File: config.mk
export PLATFORM = sky130hd
export DESIGN_NAME = window_3x3_gen_flat
export DESIGN_NICKNAME = d
export VERILOG_FILES = /design/src/rtl/window_3x3_gen_if.sv /design/src/rtl/window_3x3_gen.sv /design/src/flat_wrapper.sv
export SDC_FILE = /design/constraint.sdc
export NUM_CORES = 2
export LEC_CHECK = 0
export CAP_MARGIN = 25
export CORE_UTILIZATION = 48
export CTS_CLUSTER_DIAMETER = 60
export DETAILED_ROUTE_END_ITERATION = 6
export PLACE_DENSITY_LB_ADDON = 0.1
export SETUP_SLACK_MARGIN = 0.02
export SYNTH_ARGS = -nofsm -noshare
export SYNTH_HDL_FRONTEND = slang
export SYNTH_SLANG_ARGS = --single-unit
export TNS_END_PERCENT = 100
File: constraint.sdc
create_clock -name clk -period 7.99 [get_ports clk]
set_clock_uncertainty 0.1 [all_clocks]
set_input_delay 1.598 -clock clk [delete_from_list [all_inputs] [get_ports clk]]
set_output_delay 1.598 -clock clk [all_outputs]
set_load 0.005 [all_outputs]
File: src/rtl/window_3x3_gen_if.sv
// Pixel-stream input and window output bundle for window_3x3_gen.
// Optional WIN_COORD_EN adds the win_x/win_y centre coordinate signals.
interface window_3x3_gen_if #(
  parameter int DW = 8
);
  logic            pix_valid;
  logic            pix_sof;
  logic [DW-1:0]   pix_data;
  logic            win_valid;
  logic [9*DW-1:0] win_data;
  logic            frame_done;
`ifdef WIN_COORD_EN
  logic [15:0]     win_x;
  logic [15:0]     win_y;

  modport master (
    output pix_valid, pix_sof, pix_data,
    input  win_valid, win_data, frame_done, win_x, win_y
  );
  modport slave (
    input  pix_valid, pix_sof, pix_data,
    output win_valid, win_data, frame_done, win_x, win_y
  );
`else
  modport master (
    output pix_valid, pix_sof, pix_data,
    input  win_valid, win_data, frame_done
  );
  modport slave (
    input  pix_valid, pix_sof, pix_data,
    output win_valid, win_data, frame_done
  );
`endif
endinterface

File: src/rtl/window_3x3_gen.sv
// Sliding 3x3 window generator over a raster pixel stream using two line buffers.
// Define WIN_COORD_EN to add the win_x/win_y window-centre outputs.
module window_3x3_gen #(
  parameter int IMG_W = 256,
  parameter int IMG_H = 256,
  parameter int DW    = 8
) (
  input  logic              clk,
  input  logic              rst,
  window_3x3_gen_if.slave   bus
);

  localparam int XW = (IMG_W > 1) ? $clog2(IMG_W) : 1;
  localparam int YW = (IMG_H > 1) ? $clog2(IMG_H) : 1;
  localparam logic [XW-1:0] X_LAST = XW'(IMG_W - 1);
  localparam logic [YW-1:0] Y_LAST = YW'(IMG_H - 1);

  typedef enum logic [1:0] {IDLE, FILL, STREAM, DONE} state_t;

  state_t state, state_nxt;

  logic [XW-1:0] x, cur_x;
  logic [YW-1:0] y, cur_y;
  logic          in_frame, proc, emit, x_last, y_last;

  logic [DW-1:0] lb0 [IMG_W];
  logic [DW-1:0] lb1 [IMG_W];
  logic [DW-1:0] lb0_rd, lb1_rd;

  // hist[r][0]/[1] are the middle and right columns of the most recent window
  logic [2:0][1:0][DW-1:0] hist;
  logic [2:0][DW-1:0]      col_new;
  logic [9*DW-1:0]         win_flat;

  always_ff @(posedge clk or posedge rst) begin
    if (rst) state <= IDLE;
    else     state <= state_nxt;
  end

  always_comb begin
    state_nxt = state;
    unique case (state)
      IDLE, DONE: if (bus.pix_valid && bus.pix_sof) state_nxt = FILL;
      FILL: begin
        if (bus.pix_valid && bus.pix_sof)                    state_nxt = FILL;
        else if (bus.pix_valid && x == '0 && y == YW'(2))    state_nxt = STREAM;
      end
      STREAM: begin
        if (bus.pix_valid && bus.pix_sof)                    state_nxt = FILL;
        else if (bus.pix_valid && x_last && y_last)          state_nxt = DONE;
      end
    endcase
  end

  always_comb begin
    in_frame = (state == FILL) || (state == STREAM);
    proc     = bus.pix_valid && (bus.pix_sof || in_frame);
  end

  // A sof pixel is always (0,0), so the counters are overridden combinationally.
  always_comb begin
    cur_x   = bus.pix_sof ? '0 : x;
    cur_y   = bus.pix_sof ? '0 : y;
    x_last  = (cur_x == X_LAST);
    y_last  = (cur_y == Y_LAST);
    emit    = proc && (cur_x >= XW'(2)) && (cur_y >= YW'(2));
    lb0_rd  = lb0[cur_x];
    lb1_rd  = lb1[cur_x];
    col_new = {bus.pix_data, lb0_rd, lb1_rd};
    win_flat = '0;
    for (int unsigned r = 0; r < 3; r++) begin
      win_flat[DW*(3*r)   +: DW] = hist[r][0];
      win_flat[DW*(3*r+1) +: DW] = hist[r][1];
      win_flat[DW*(3*r+2) +: DW] = col_new[r];
    end
  end

  always_ff @(posedge clk or posedge rst) begin
    if (rst) begin
      x <= '0;
      y <= '0;
    end else if (proc) begin
      x <= x_last ? '0 : cur_x + 1'b1;
      if (x_last) y <= y_last ? '0 : cur_y + 1'b1;
      else        y <= cur_y;
    end
  end

  always_ff @(posedge clk) begin
    if (proc) begin
      lb1[cur_x] <= lb0_rd;
      lb0[cur_x] <= bus.pix_data;
    end
  end

  always_ff @(posedge clk or posedge rst) begin
    if (rst) begin
      hist <= '0;
    end else if (proc) begin
      for (int unsigned r = 0; r < 3; r++) begin
        hist[r][0] <= hist[r][1];
        hist[r][1] <= col_new[r];
      end
    end
  end

  always_ff @(posedge clk or posedge rst) begin
    if (rst) begin
      bus.win_valid  <= 1'b0;
      bus.frame_done <= 1'b0;
      bus.win_data   <= '0;
    end else begin
      bus.win_valid  <= emit;
      bus.frame_done <= emit && x_last && y_last;
      if (emit) bus.win_data <= win_flat;
    end
  end

`ifdef WIN_COORD_EN
  always_ff @(posedge clk or posedge rst) begin
    if (rst) begin
      bus.win_x <= '0;
      bus.win_y <= '0;
    end else if (emit) begin
      bus.win_x <= 16'(cur_x) - 16'd1;
      bus.win_y <= 16'(cur_y) - 16'd1;
    end
  end
`endif

endmodule

File: src/flat_wrapper.sv
// flat-port wrapper written by rule: the top's interface ports become plain ports
module window_3x3_gen_flat 
#(
  parameter int IMG_W = 256,
  parameter int IMG_H = 256,
  parameter int DW    = 8
)
  (clk, rst, bus_pix_valid, bus_pix_sof, bus_pix_data, bus_win_valid, bus_win_data, bus_frame_done);
  window_3x3_gen_if #(.DW(DW)) bus_i ();
  input  logic clk;
  input  logic rst;
  input wire logic [$bits(bus_i.pix_valid)-1:0] bus_pix_valid;
  input wire logic [$bits(bus_i.pix_sof)-1:0] bus_pix_sof;
  input wire logic [$bits(bus_i.pix_data)-1:0] bus_pix_data;
  output wire logic [$bits(bus_i.win_valid)-1:0] bus_win_valid;
  output wire logic [$bits(bus_i.win_data)-1:0] bus_win_data;
  output wire logic [$bits(bus_i.frame_done)-1:0] bus_frame_done;
  assign bus_i.pix_valid = bus_pix_valid;
  assign bus_i.pix_sof = bus_pix_sof;
  assign bus_i.pix_data = bus_pix_data;
  assign bus_win_valid = bus_i.win_valid;
  assign bus_win_data = bus_i.win_data;
  assign bus_frame_done = bus_i.frame_done;
  window_3x3_gen #(.IMG_W(IMG_W), .IMG_H(IMG_H), .DW(DW)) u_core (.clk(clk), .rst(rst), .bus(bus_i));
endmodule
==> results.md <==
* Buffers and inverters on the worst path at 4
* Worst path required time at 8760 ps
* Vias per cell at 6.27
* Setup repair after global routing missed its margin: false
* Count of placed standard cells in the final layout, fillers left out at 16700
* Reg2Reg Setup Slack at 1610 ps
* Clock Sink Count at 4236
* Maximum fanout count along the critical path at 162
* WP data arrival at 7220 ps
* Run status: finished with violations
* Final setup vio count at 0
* Crit Path Category: primary input to flip-flop
* Chip height at 592 um
* Total global routing track utilization at 29.8%
* Die width at 592 um
* Maximum frequency from static timing analysis at 155 MHz
* Cell at the root of the clock tree: sky130_fd_sc_hd__clkbuf_16
* Fraction of registers with async set or reset after synthesis at 3.31%
* Total overflow reported by the global router at 0
* Worst path max stage delay at 850 ps
* Area share of the largest cell type after synthesis at 73.5%
* Iteration-0 DRC Markers at 14200
* Leading cell types in the layout, fill and taps excluded: sky130_fd_sc_hd__edfxtp_1, sky130_fd_sc_hd__nand2_1, sky130_fd_sc_hd__nor2b_1
* CTS tree: done
* Leakage at 61.0 nW
* Final-layout fill cell count at 27700
* Syn_area_per_cell at 14.7 um^2
* Max clock buf depth at 4
* Initial standard-cell utilization of the core at 48.3%
* Number of flops mapped to enable cells by yosys at 4096
* Pin count of the biggest net entering global routing at 225
* Sink of the worst hold path: u_core.bus.win_data[55]$_DFFE_PP0P_
* Number of stages on the worst hold path at 2
* Sequential fraction of the synthesis area at 75.6%
* Endpoint of the worst register-to-register path: u_core.bus.win_data[42]$_DFFE_PP0P_
* Power density normalized to cell area at 321 nW/um^2
* Number of hold-slack violations in the final timing report at 0
* Vias in the first global route at 99700
* H-Tree Level Count at 5
* Fin crit period at 6450 ps
* Routed len/inst at 31.8 um
* Most common cell after layout, fill and taps aside: sky130_fd_sc_hd__edfxtp_1
* Mapped Nets at 11400
* Type of destination of the critical path: flip-flop
* # nets final at 11800
* Worst VDD drop at 0.363 mV
* Top Ports at 86
* Startpoint type of the worst setup path: primary input
* Router iterations before antenna repair at 7
* Cell type with the highest occurrence count on the critical path: sky130_fd_sc_hd__buf_4
* CP max stage cell: sky130_fd_sc_hd__o41ai_1
* Remaining max-slew budget at the tightest pin at 13.4%
* Total of flip-flops plus latches after synthesis at 4236
* Number of remaining DRC errors at 1
* P&R area growth vs syn at 14.3%
* Clock transition at the registers of the reported paths at 60 ps
* Cells along the critical path: buf_4 > nand3b_4 > buf_4 > buf_4 > a311oi_1 > o41ai_1 > o221ai_1 > nand2_1 > nand4_1 > buf_12 > mux2_2
* Pins over their slew limit at 0
* Number of buffers created by CTS at 443
* Hold buffer count at CTS at 0
* Top flip-flop cell by instance count after synthesis: sky130_fd_sc_hd__edfxtp_1
* Post-Syn Area at 167000 um^2
* Post-route fraction of the period consumed by the critical path at 80.7%
* Post-Route Utilization at 55.2%
* Clk_lat worst skew at 1020 ps
* Cell type with the highest aggregate area in the netlist: sky130_fd_sc_hd__edfxtp_1
* Origin of the worst min-delay path: u_core.hist[39]$_DFFE_PP0P_
* Failing checks: design-rule violations
* Count of port buffers added during placement at 85
* Floorplan core area at 346000 um^2
* Beginning of the worst register-to-register path: u_core.x[0]$_DFFE_PP0P_
* Share of cells above drive strength 1 at 14.9%
* First-pass GRT wire length at 747000 um
* Mapped Cells at 11400
* Worst Max-Slew Pin Slew at 1300 ps
* Antenna violations before repair at 28
* Post-detail-place hpwl at 297000 um
* Number of synthesis warnings at 0
* Number of cells upsized or downsized after cts at 0
* Maximum capacitance violations at 0
* Number of core rows at 216
* Floorplan die area at 351000 um^2
* Critical path's top delay family: simple AND/OR/NAND/NOR gates
* Post-Place Cells at 15900
* Path category of the worst min-delay check: flip-flop to flip-flop
* Post-CTS Setup Inserts at 0
* GPL Wtd Cong at 0.859
* Number of distinct library cells after synthesis at 77
* Count of cells along the worst register-to-register path at 12
* Vias at 105000
* Top post-synthesis cells by area: sky130_fd_sc_hd__edfxtp_1, sky130_fd_sc_hd__nand2_1, sky130_fd_sc_hd__a311oi_1
* Number of nets still failing antenna checks after routing at 0
* Aggregate routed wire length at 531000 um
-- how the worst max path moves through the flow --
| stage | depth (start not counted) | endpoint | start |
|---|---|---|---|
| final | 11 | u_core.bus.win_data[42]$_DFFE_PP0P_ | bus_pix_sof |
| after global routing | 13 | u_core.lb1[128][0]$_DFFE_PP_ | bus_pix_sof |
| after CTS | 11 | u_core.lb1[203][3]$_DFFE_PP_ | u_core.x[0]$_DFFE_PP0P_ |
| after detailed placement | 13 | u_core.lb1[140][0]$_DFFE_PP_ | bus_pix_sof |
| after global placement | 11 | u_core.bus.win_data[42]$_DFFE_PP0P_ | bus_pix_sof |
| after floorplan | 13 | u_core.bus.win_data[42]$_DFFE_PP0P_ | bus_pix_sof |
-- state kept, by name, summed over array words and instances, names as in the netlist --
register,flops
u_core.lb0,2048
u_core.lb1,2048
u_core.bus.win_data,72
u_core.hist,48
u_core.x,8
u_core.y,8
u_core.state,2
u_core.bus.frame_done,1
u_core.bus.win_valid,1
-- metal layers --
layer | track usage, % | wire length, um | vias up
met1 | 42.3 | 217000 | 53700
met5 | 0 | 28 | -
met4 | 11.0 | 21100 | 4
met2 | 46.2 | 243000 | 5351
met3 | 5.16 | 48600 | 842
li1 | - | - | 44700
-- logic make-up (layout without fill, tap and decap cells) --
group | count (synthesis) | count (layout) | share of synthesized area (%)
XOR/XNOR | 2 | 2 | 0.0105
other | 0 | 8 | 0
flip-flops | 4236 | 4236 | 75.6
adder cells (fa/ha/maj) | 6 | 6 | 0.0449
multiplexers | 292 | 292 | 1.96
buffers and inverters | 886 | 1596 | 2.28
AO/OA/AOI/OAI | 2283 | 2283 | 10.2
AND/OR/NAND/NOR | 3692 | 3692 | 9.90
-- where the power goes --
group	internal [mW]	switching, mW	leakage, nW	total [mW]
Clock	11.4	8.70	6.81	20.1
Sequential	26.9	0.198	38.7	27.1
Combinational	3.45	10.7	15.5	14.1
Total	41.8	19.6	61.0	61.3
-- tightest hold or removal path: stages (launching register included) --
cell                      delay [ps]
sky130_fd_sc_hd__dfrtp_1         340
sky130_fd_sc_hd__nand2_1          50
sky130_fd_sc_hd__nand2_1          50
-- per-stage QoR --
step                hold slack (ps)  total power [mW]  instance area (um^2)  setup slack (ps)  setup TNS (ps)
floorplan                       339              36.2                168000              -976         -731640
global placement                359              41.2                177000               524               0
detailed placement              361              41.5                177000               796               0
CTS                             372              61.3                191000              1790               0
global route                    394              63.1                191000              1570               0
finish                          371              61.3                191000              1540               0
-- Yosys cell counts, types with 11 or more instances --
cell type and number:
sky130_fd_sc_hd__o41ai_1 40, sky130_fd_sc_hd__mux2i_1 41, sky130_fd_sc_hd__nand2_1 2316, sky130_fd_sc_hd__a211oi_1 769, sky130_fd_sc_hd__o21ai_0 255, sky130_fd_sc_hd__nand3_1 35
sky130_fd_sc_hd__nor2b_1 771, sky130_fd_sc_hd__buf_1 113, sky130_fd_sc_hd__nor4_1 204, sky130_fd_sc_hd__mux2_2 248, sky130_fd_sc_hd__inv_1 12, sky130_fd_sc_hd__buf_4 11
sky130_fd_sc_hd__nor3_1 12, sky130_fd_sc_hd__a31oi_1 223, sky130_fd_sc_hd__edfxtp_1 4096, sky130_fd_sc_hd__a311oi_1 762, sky130_fd_sc_hd__dfrtp_1 140, sky130_fd_sc_hd__nand4_1 20
sky130_fd_sc_hd__buf_2 323, sky130_fd_sc_hd__o22ai_1 114, sky130_fd_sc_hd__a21oi_1 46, sky130_fd_sc_hd__o21ai_1 15, sky130_fd_sc_hd__nor2_1 299, sky130_fd_sc_hd__clkbuf_1 416
-- layout make-up --
class | count | area (um^2) | share of cell area (%)
Antenna cell | 8 | 20.0 | 0.0105
Tap cell | 4578 | 5730 | 3.00
Inverter | 16 | 105 | 0.0550
Multi-Input combinational cell | 6275 | 37800 | 19.8
Clock buffer | 553 | 11700 | 6.11
Timing Repair Buffer | 761 | 7000 | 3.66
Clock inverter | 266 | 2350 | 1.23
Sequential cell | 4236 | 127000 | 66.2
Note: power is estimated with default switching activity, not from simulation.
